**config.mk**
```make
export PLATFORM = sky130hd
export DESIGN_NAME = sumsq_seq
export DESIGN_NICKNAME = d
export VERILOG_FILES = /design/src/rtl/sumsq_seq.sv
export SDC_FILE = /design/constraint.sdc
export NUM_CORES = 1
export LEC_CHECK = 0
export BUFFER_PORTS_ARGS = -buffer_cell sky130_fd_sc_hd__buf_4
export CAP_MARGIN = 30
export CORE_ASPECT_RATIO = 1.1
export CORE_MARGIN = 4
export CORE_UTILIZATION = 25
export CTS_BUF_LIST = sky130_fd_sc_hd__clkbuf_4 sky130_fd_sc_hd__clkbuf_8
export DETAILED_ROUTE_END_ITERATION = 10
export GPL_ROUTABILITY_DRIVEN = 0
export SYNTH_ARGS = -nofsm -noshare
export SYNTH_HDL_FRONTEND = slang
export SYNTH_SLANG_ARGS = --single-unit
```
**constraint.sdc**
```tcl
create_clock -name clk -period 5.9 [get_ports clk]
set_input_delay 1.77 -clock clk [delete_from_list [all_inputs] [get_ports clk]]
set_output_delay 1.77 -clock clk [all_outputs]
set_load 0.1 [all_outputs]
```
**src/rtl/sumsq_seq.sv**
```systemverilog
// Bit-serial sum-of-squares stage: squares |x| and |y| with a shift-add loop.
// It issues x*x + y*y as the radicand to the downstream square-root unit.
module sumsq_seq #(
  parameter int IN_WIDTH = 8
) (
  input  logic                    clk,
  input  logic                    rst_n,
  input  logic                    in_valid,
  output logic                    in_ready,
  input  logic [IN_WIDTH-1:0]     x,
  input  logic [IN_WIDTH-1:0]     y,
  input  logic                    sqrt_busy,
  output logic                    start,
  output logic [2*IN_WIDTH-1:0]   rad,
  output logic [1:0]              state_dbg
);

  localparam int OUT_W = 2 * IN_WIDTH;
  localparam int IDX_W = (IN_WIDTH > 2) ? $clog2(IN_WIDTH) : 1;

  typedef enum logic [1:0] {
    IDLE  = 2'd0,
    SQ_X  = 2'd1,
    SQ_Y  = 2'd2,
    ISSUE = 2'd3
  } state_t;

  state_t              state_q, state_n;
  logic [OUT_W-1:0]    acc_q, acc_n;
  logic [IDX_W-1:0]    idx_q, idx_n;
  logic [IN_WIDTH-1:0] mag_x_q, mag_x_n;
  logic [IN_WIDTH-1:0] mag_y_q, mag_y_n;
  logic                start_q, start_n;
  logic [OUT_W-1:0]    rad_q, rad_n;

  logic [IN_WIDTH-1:0] mag_sel;
  logic [OUT_W-1:0]    addend;
  logic                last_bit;

  // Magnitude of a two's-complement value; the most negative value maps to
  // 2^(IN_WIDTH-1), which still fits as an unsigned IN_WIDTH-bit number.
  function automatic logic [IN_WIDTH-1:0] abs_val(input logic [IN_WIDTH-1:0] v);
    logic [IN_WIDTH-1:0] r;
    r = v[IN_WIDTH-1] ? (~v + {{(IN_WIDTH-1){1'b0}}, 1'b1}) : v;
    return r;
  endfunction

  assign mag_sel  = (state_q == SQ_Y) ? mag_y_q : mag_x_q;
  assign addend   = {{IN_WIDTH{1'b0}}, mag_sel} << idx_q;
  assign last_bit = (idx_q == IDX_W'(IN_WIDTH - 1));

  // Handshake: a pair is taken on any rising edge where in_valid && in_ready;
  // in_ready is high only in IDLE, and start is a single-cycle pulse that the
  // block raises only when sqrt_busy is low in ISSUE.
  always_comb begin
    state_n = state_q;
    acc_n   = acc_q;
    idx_n   = idx_q;
    mag_x_n = mag_x_q;
    mag_y_n = mag_y_q;
    start_n = 1'b0;
    rad_n   = rad_q;

    case (state_q)
      IDLE: begin
        if (in_valid) begin
          mag_x_n = abs_val(x);
          mag_y_n = abs_val(y);
          acc_n   = '0;
          idx_n   = '0;
          state_n = SQ_X;
        end
      end
      SQ_X, SQ_Y: begin
        if (mag_sel[idx_q]) begin
          acc_n = acc_q + addend;
        end
        if (last_bit) begin
          idx_n   = '0;
          state_n = (state_q == SQ_X) ? SQ_Y : ISSUE;
        end else begin
          idx_n = idx_q + 1'b1;
        end
      end
      ISSUE: begin
        if (!sqrt_busy) begin
          start_n = 1'b1;
          rad_n   = acc_q;
          state_n = IDLE;
        end
      end
      default: state_n = IDLE;
    endcase
  end

  always_ff @(posedge clk) begin
    if (!rst_n) begin
      state_q <= IDLE;
      acc_q   <= '0;
      idx_q   <= '0;
      mag_x_q <= '0;
      mag_y_q <= '0;
      start_q <= 1'b0;
      rad_q   <= '0;
    end else begin
      state_q <= state_n;
      acc_q   <= acc_n;
      idx_q   <= idx_n;
      mag_x_q <= mag_x_n;
      mag_y_q <= mag_y_n;
      start_q <= start_n;
      rad_q   <= rad_n;
    end
  end

  assign in_ready  = (state_q == IDLE);
  assign start     = start_q;
  assign rad       = rad_q;
  assign state_dbg = state_q;

endmodule

```
==> After elaboration in Yosys (flattened, before gate mapping) <==
Index checks and enable logic that the tools add are counted.
{ "word_totals": {"register_bits": 54, "input_bits": 20, "word_cells": 50} }
{ "op_classes": {"n_addsub": 4, "n_lt_le_gt_ge": 1, "eq_ne": 8, "shift": 1, "muxes": 17, "bitwise": 3, "reduce_logical": 9} }
{ "op_table": {"columns": ["operator", "count"], "rows": [
  ["$mux W16", 2],
  ["$pmux W16 S2", 1],
  ["$mux W8", 3],
  ["$add A16 B16 Y16", 1],
  ["$add A8 B1 Y8 const B", 2],
  ["$not A8 Y8", 2],
  ["$shl A8 B3 Y16", 1],
  ["$ne A2 B2 Y1 const B", 4],
  ["$reduce_and A2 Y1", 4],
  ["$mux W2", 3],
  ["$mux W3", 2],
  ["$pmux W2 S3", 1],
  ["$pmux W3 S2", 1],
  ["$reduce_and A3 Y1", 2],
  ["$eq A2 B2 Y1 const B", 2],
  ["$lt A3 B4 Y1 const B", 1],
  ["$add A3 B1 Y3 const B", 1],
  ["$bmux W1 S3", 1],
  ["$eq A3 B3 Y1 const B", 1],
  ["$mux W1", 3],
  ["$eq A2 B1 Y1 const B", 1],
  ["$logic_not A2 Y1", 1],
  ["$reduce_bool A2 Y1", 1],
  ["$reduce_or A2 Y1", 1],
  ["$not A1 Y1", 1]
]} }

==> Logic depth before layout (Yosys ltp) <==
{ "logic_depth": {"word_depth": 6, "ltp_mapped": 16} }

==> Worst setup path after synthesis <==
Ideal clock, no wire load.
{ "synth_timing": {"path_type": "register -> register", "from": "register state_q[0], in the netlist state_dbg[0]", "to": "register acc_q[9]", "arrival_time_ns": 3.908, "required_time_ns": 5.783, "setup_slack_ns": 1.875, "path_stages_with_launch": 16, "path_cell_list": "dfxtp_1 -> inv_1 -> ha_1 -> buf_6 -> mux2_2 -> o21ai_1 -> nor2_1 -> a31oi_1 -> nor2_1 -> ha_1 -> a21o_1 -> a21oi_1 -> a21oi_1 -> o31a_1 -> or3_1 -> a32o_1"} }
{ "synth_via": {"elab_chain_len": 6} }
{ "synth_rtl": {"columns": ["element", "line", "source"], "rows": [
  ["start, declared", "28", "state_t state_q, state_n;"],
  ["start signal, assigned", "106", "state_q <= state_n;"],
  ["$eq A2 B2 Y1", "48, 64", null],
  ["$mux W8", "48", "assign mag_sel = (state_q == SQ_Y) ? mag_y_q : mag_x_q;"],
  ["$shl A8 B3 Y16 or $bmux W1 S3 (tied branches)", "49, 75", null],
  ["$add A16 B16 Y16 or $mux W1 (tied branches)", "76, 75", null],
  ["$mux W16 or $ne A2 B2 Y1 (tied branches)", null, null],
  ["$pmux W16 S2 or $reduce_and A3 Y1 (tied branches)", null, null],
  ["end signal, assigned", "107", "acc_q <= acc_n;"],
  ["end, declared", "29", "logic [OUT_W-1:0] acc_q, acc_n;"]
]} }
Parallel ways exist; a longest one is shown, timed or not. The select of a mux whose other input is x is not followed.
A chain may end at the register's enable or synchronous reset.

==> Final worst setup path <==
Ends and elaborated chain as after synthesis.

==> flow_summary_export.csv <==
group,metric,value,unit
run_status,status,"finished, final reports clean",
routing,ant_nets,0,
logic_synthesis,synth-edff-count,0,
sta,setup_violations,0,
cts,clkLatencyLatePin,0.32,ns
worst_setup_path,max_stage_delay,0.50,ns
cts,cts_made_buffers,5,
power,ir_drop,0.08153,mV
place,place_ws,2.147,ns
floorplanning,die_area,15640,um^2
sta,setup_tns,0,ns
worst_setup_path,cp_num_cells,14,
worst_setup_path,start_kind,"flop",
logic_synthesis,ys_types,56,
sta,maxSlewViolCount,0,
worst_setup_path,timing.critical_path.max_delay_family,"compound AO/OA/AOI/OAI gates",
floorplanning,initial_core_util,25.71,%
routing,vias,3063,
routing,wirelength,8333,um
sta,period_needed,3.825,ns
grt,grt-ovfl-total,0,
cts,clk_pin_slew,0.10,ns
logic_synthesis,yosysTopAreaCell,"dfxtp_1",
sta,worst_pin_slew,0.8652,ns
worst_setup_path,cpMaxStageDelayCell,"ha_1",
floorplanning,rows,44,
logic_synthesis,yosys_most_used_dff,"dfxtp_1",
worst_setup_path,path_max_fanout,10,
routing,drt_first_iter_violations,163,
cts,clockBufferDepth,2,
cts,cts_root_buf,"clkbuf_8",
cts,cts-resized-gates,0,
logic_synthesis,synth_top_cell_area_share,31.56,%
logic_synthesis,ys_seq_area_share,31.56,%
sta,setup_ws,2.075,ns
worst_hold_path,min_path_cells,2,
logic_synthesis,synth.ff_latch_count,54,
sta,relSlewSlack,42.32,%
worst_setup_path,r2r_cells,14,
cts,htreeDepth,2,
place,hpwlAfterDp,6686,um
worst_setup_path,critPathBufInv,1,
power,p_per_area,197.3,nW/um^2
cts,cts_hold_buf,0,
grt,grt_pass1_vias,2952,
sta,rsz0062_at_grt,"false",
grt,antenna_found_initial,0,
grt,grt_pass1_wl,14220,um
grt,grt.total_usage,10.94,%
floorplanning,dieHeight,130.8,um
sta,max_freq,0.2614,GHz
sta,final_hold_viol_count,0,
sta,skew,0.01295,ns
cts,cts_setup_buffers,0,
logic_synthesis,syn-num-nets,476,
power,leakage,0.001598,uW
routing,wire_per_inst,12.94,um
cts,cts.sinks,54,
worst_setup_path,crit_path_cell_trace,"inv_1 > ha_1 > mux2_2 > o21ai_1 > nor2_1 > a31oi_1 > nor2_1 > ha_1 > a21o_1 > a21oi_1 > a21oi_1 > o31a_1 > or3_1 > a32o_1",
run,drv_cap,0,
cells_and_area,fillers,1458,
cts,tritoncts,"built",
logic_synthesis,async_flop_share,0,%
floorplanning,ioPinCount,40,
sta,period_share,64.83,%
logic_synthesis,yosysWarningCount,0,
routing,drtPass1Iterations,6,
grt,grt_start_max_net_pins,46,
worst_setup_path,worst-setup-path-type,"reg -> reg",
routing,drcViolationCount,0,
logic_synthesis,synth_area_leaders,"dfxtp_1 (32%), ha_1 (8.8%), nand2_1 (8.1%), a21oi_1 (6.6%), nor2_1 (4.5%)",
worst_setup_path,worstPathRequired,6.11,ns
logic_synthesis,postSynthAreaPerCell,7.948,um^2
place,numPortBuffers,39,
cells_and_area,nNetsFinal,504,
cells_and_area,diodes,0,
routing,viasPerCell,4.756,
cells_and_area,area_growth,15.81,%
worst_setup_path,worstPathArrival,4.04,ns
worst_setup_path,cp-end-kind,"flop",
floorplanning,die_x,119.6,um
cells_and_area,layout-drive-gt1-share,13.04,%
logic_synthesis,netlist_area,3426,um^2
floorplanning,core,13320,um^2
worst_hold_path,hold_path_class,"reg -> reg",
logic_synthesis,netlist_instances,431,
synthesized netlist by cell type, types with 2 or more instances:
| cell | instances |
|---|---|
| inv_1 | 15 |
| nor2b_1 | 5 |
| a21o_1 | 6 |
| clkbuf_1 | 12 |
| nor3_1 | 4 |
| a31oi_1 | 2 |
| o21ai_1 | 8 |
| mux2_2 | 3 |
| o21a_1 | 3 |
| a32o_1 | 2 |
| mux4_2 | 2 |
| a32oi_1 | 2 |
| o31ai_1 | 7 |
| nand4_1 | 4 |
| xnor2_1 | 6 |
| buf_6 | 2 |
| or3_1 | 4 |
| xor2_1 | 12 |
| dfxtp_1 | 54 |
| a22oi_1 | 3 |
| nand2b_1 | 5 |
| buf_1 | 5 |
| a21oi_1 | 45 |
| nor2_1 | 41 |
| o22ai_1 | 3 |
| o21ai_0 | 8 |
| nand2_1 | 74 |
| mux2i_1 | 14 |
| and3_1 | 2 |
| and2_1 | 6 |
| ha_1 | 24 |
| nand3_1 | 9 |
| a211oi_1 | 16 |
flip-flops by register name, summed over array words and instances (netlist names):
name,count
acc_q,16
idx_q,3
mag_x_q,8
mag_y_q,8
rad,16
start,1
state_dbg,2
layout make-up:
cell class	instances	area [um^2]	area share [%]
Multi-Input combinational cell	342	2198	55.41
Sequential cell	54	1081	27.25
Timing Repair Buffer	40	300.3	7.569
Tap cell	184	230.2	5.803
Clock buffer	5	68.82	1.734
Inverter	16	60.06	1.514
Clock inverter	3	28.78	0.7253
metal layers:
metal  up-vias  wire (um)  global-route usage, %
met5         -          0                      0
met4         0        123                  3.167
met3         7        326                  1.679
met2        67       3841                  19.15
met1      1400       4042                  14.07
li1       1589          -                      -
metrics by stage:
step / total power (uW) / utilization (%) / instances / hold WS, ns / cell area, um^2
after floorplan: 522.8 / - / 431 / 0.4357 / 3426
after global placement: 562.4 / 28.99 / 635 / 0.4466 / 3862
after detailed placement: 567.5 / 29.05 / 636 / 0.4509 / 3870
after CTS: 789.4 / 29.78 / 644 / 0.4666 / 3968
after global routing: 827.1 / 29.78 / 644 / 0.4857 / 3968
final: 782.7 / 29.78 / 644 / 0.4628 / 3968
cell families after synthesis:
kind of cell	after synthesis	share of synthesized area [%]
DFF	54	31.56
adders and majority gates	25	9.350
xor gates and xnor gates	18	4.602
AOI/OAI and AO/OA	119	22.79
muxes	21	7.158
buffers and inverters	35	4.273
and+or+nand+nor	159	20.27
power by group:
| group | leakage [uW] | internal (uW) | switching, uW |
|---|---|---|---|
| clock network | 0.0000502 | 88.3 | 136 |
| logic | 0.00111 | 62.0 | 106 |
| registers | 0.000439 | 378 | 12.9 |
| total | 0.00160 | 528 | 255 |
cells in the final DEF, fill, tap and decap left out, drive strengths merged, types with 4 or more instances in the layout:
cell | netlist | layout
a211oi | 16 | 16
a21o | 7 | 7
a21oi | 47 | 47
and2 | 6 | 6
buf | 7 | 40
clkbuf | 12 | 5
dfxtp | 54 | 54
ha | 24 | 24
inv | 16 | 17
mux2 | 5 | 5
mux2i | 14 | 14
nand2 | 74 | 74
nand2b | 5 | 5
nand3 | 9 | 9
nand4 | 4 | 4
nor2 | 42 | 42
nor2b | 5 | 5
nor3 | 4 | 4
o21ai | 16 | 16
o31ai | 7 | 7
or3 | 4 | 4
xnor2 | 6 | 6
xor2 | 12 | 12
worst register-to-register path: stages (launching register included):
cell,delay [ns]
dfxtp_1,0.38
inv_1,0.10
ha_1,0.50
mux2_2,0.41
o21ai_1,0.17
nor2_1,0.06
a31oi_1,0.20
nor2_1,0.07
ha_1,0.37
a21o_1,0.21
a21oi_1,0.23
a21oi_1,0.15
o31a_1,0.30
or3_1,0.31
a32o_1,0.27
worst paths after layout:
check               startpoint        to  slack [ns]
hold / removal          rad[3]    rad[3]        0.46
setup reg to reg  state_dbg[0]  acc_q[9]        2.07
hold reg to reg         rad[3]    rad[3]        0.46
setup / recovery  state_dbg[0]  acc_q[9]        2.07
No activity file was read; power rests on OpenSTA's default activity.
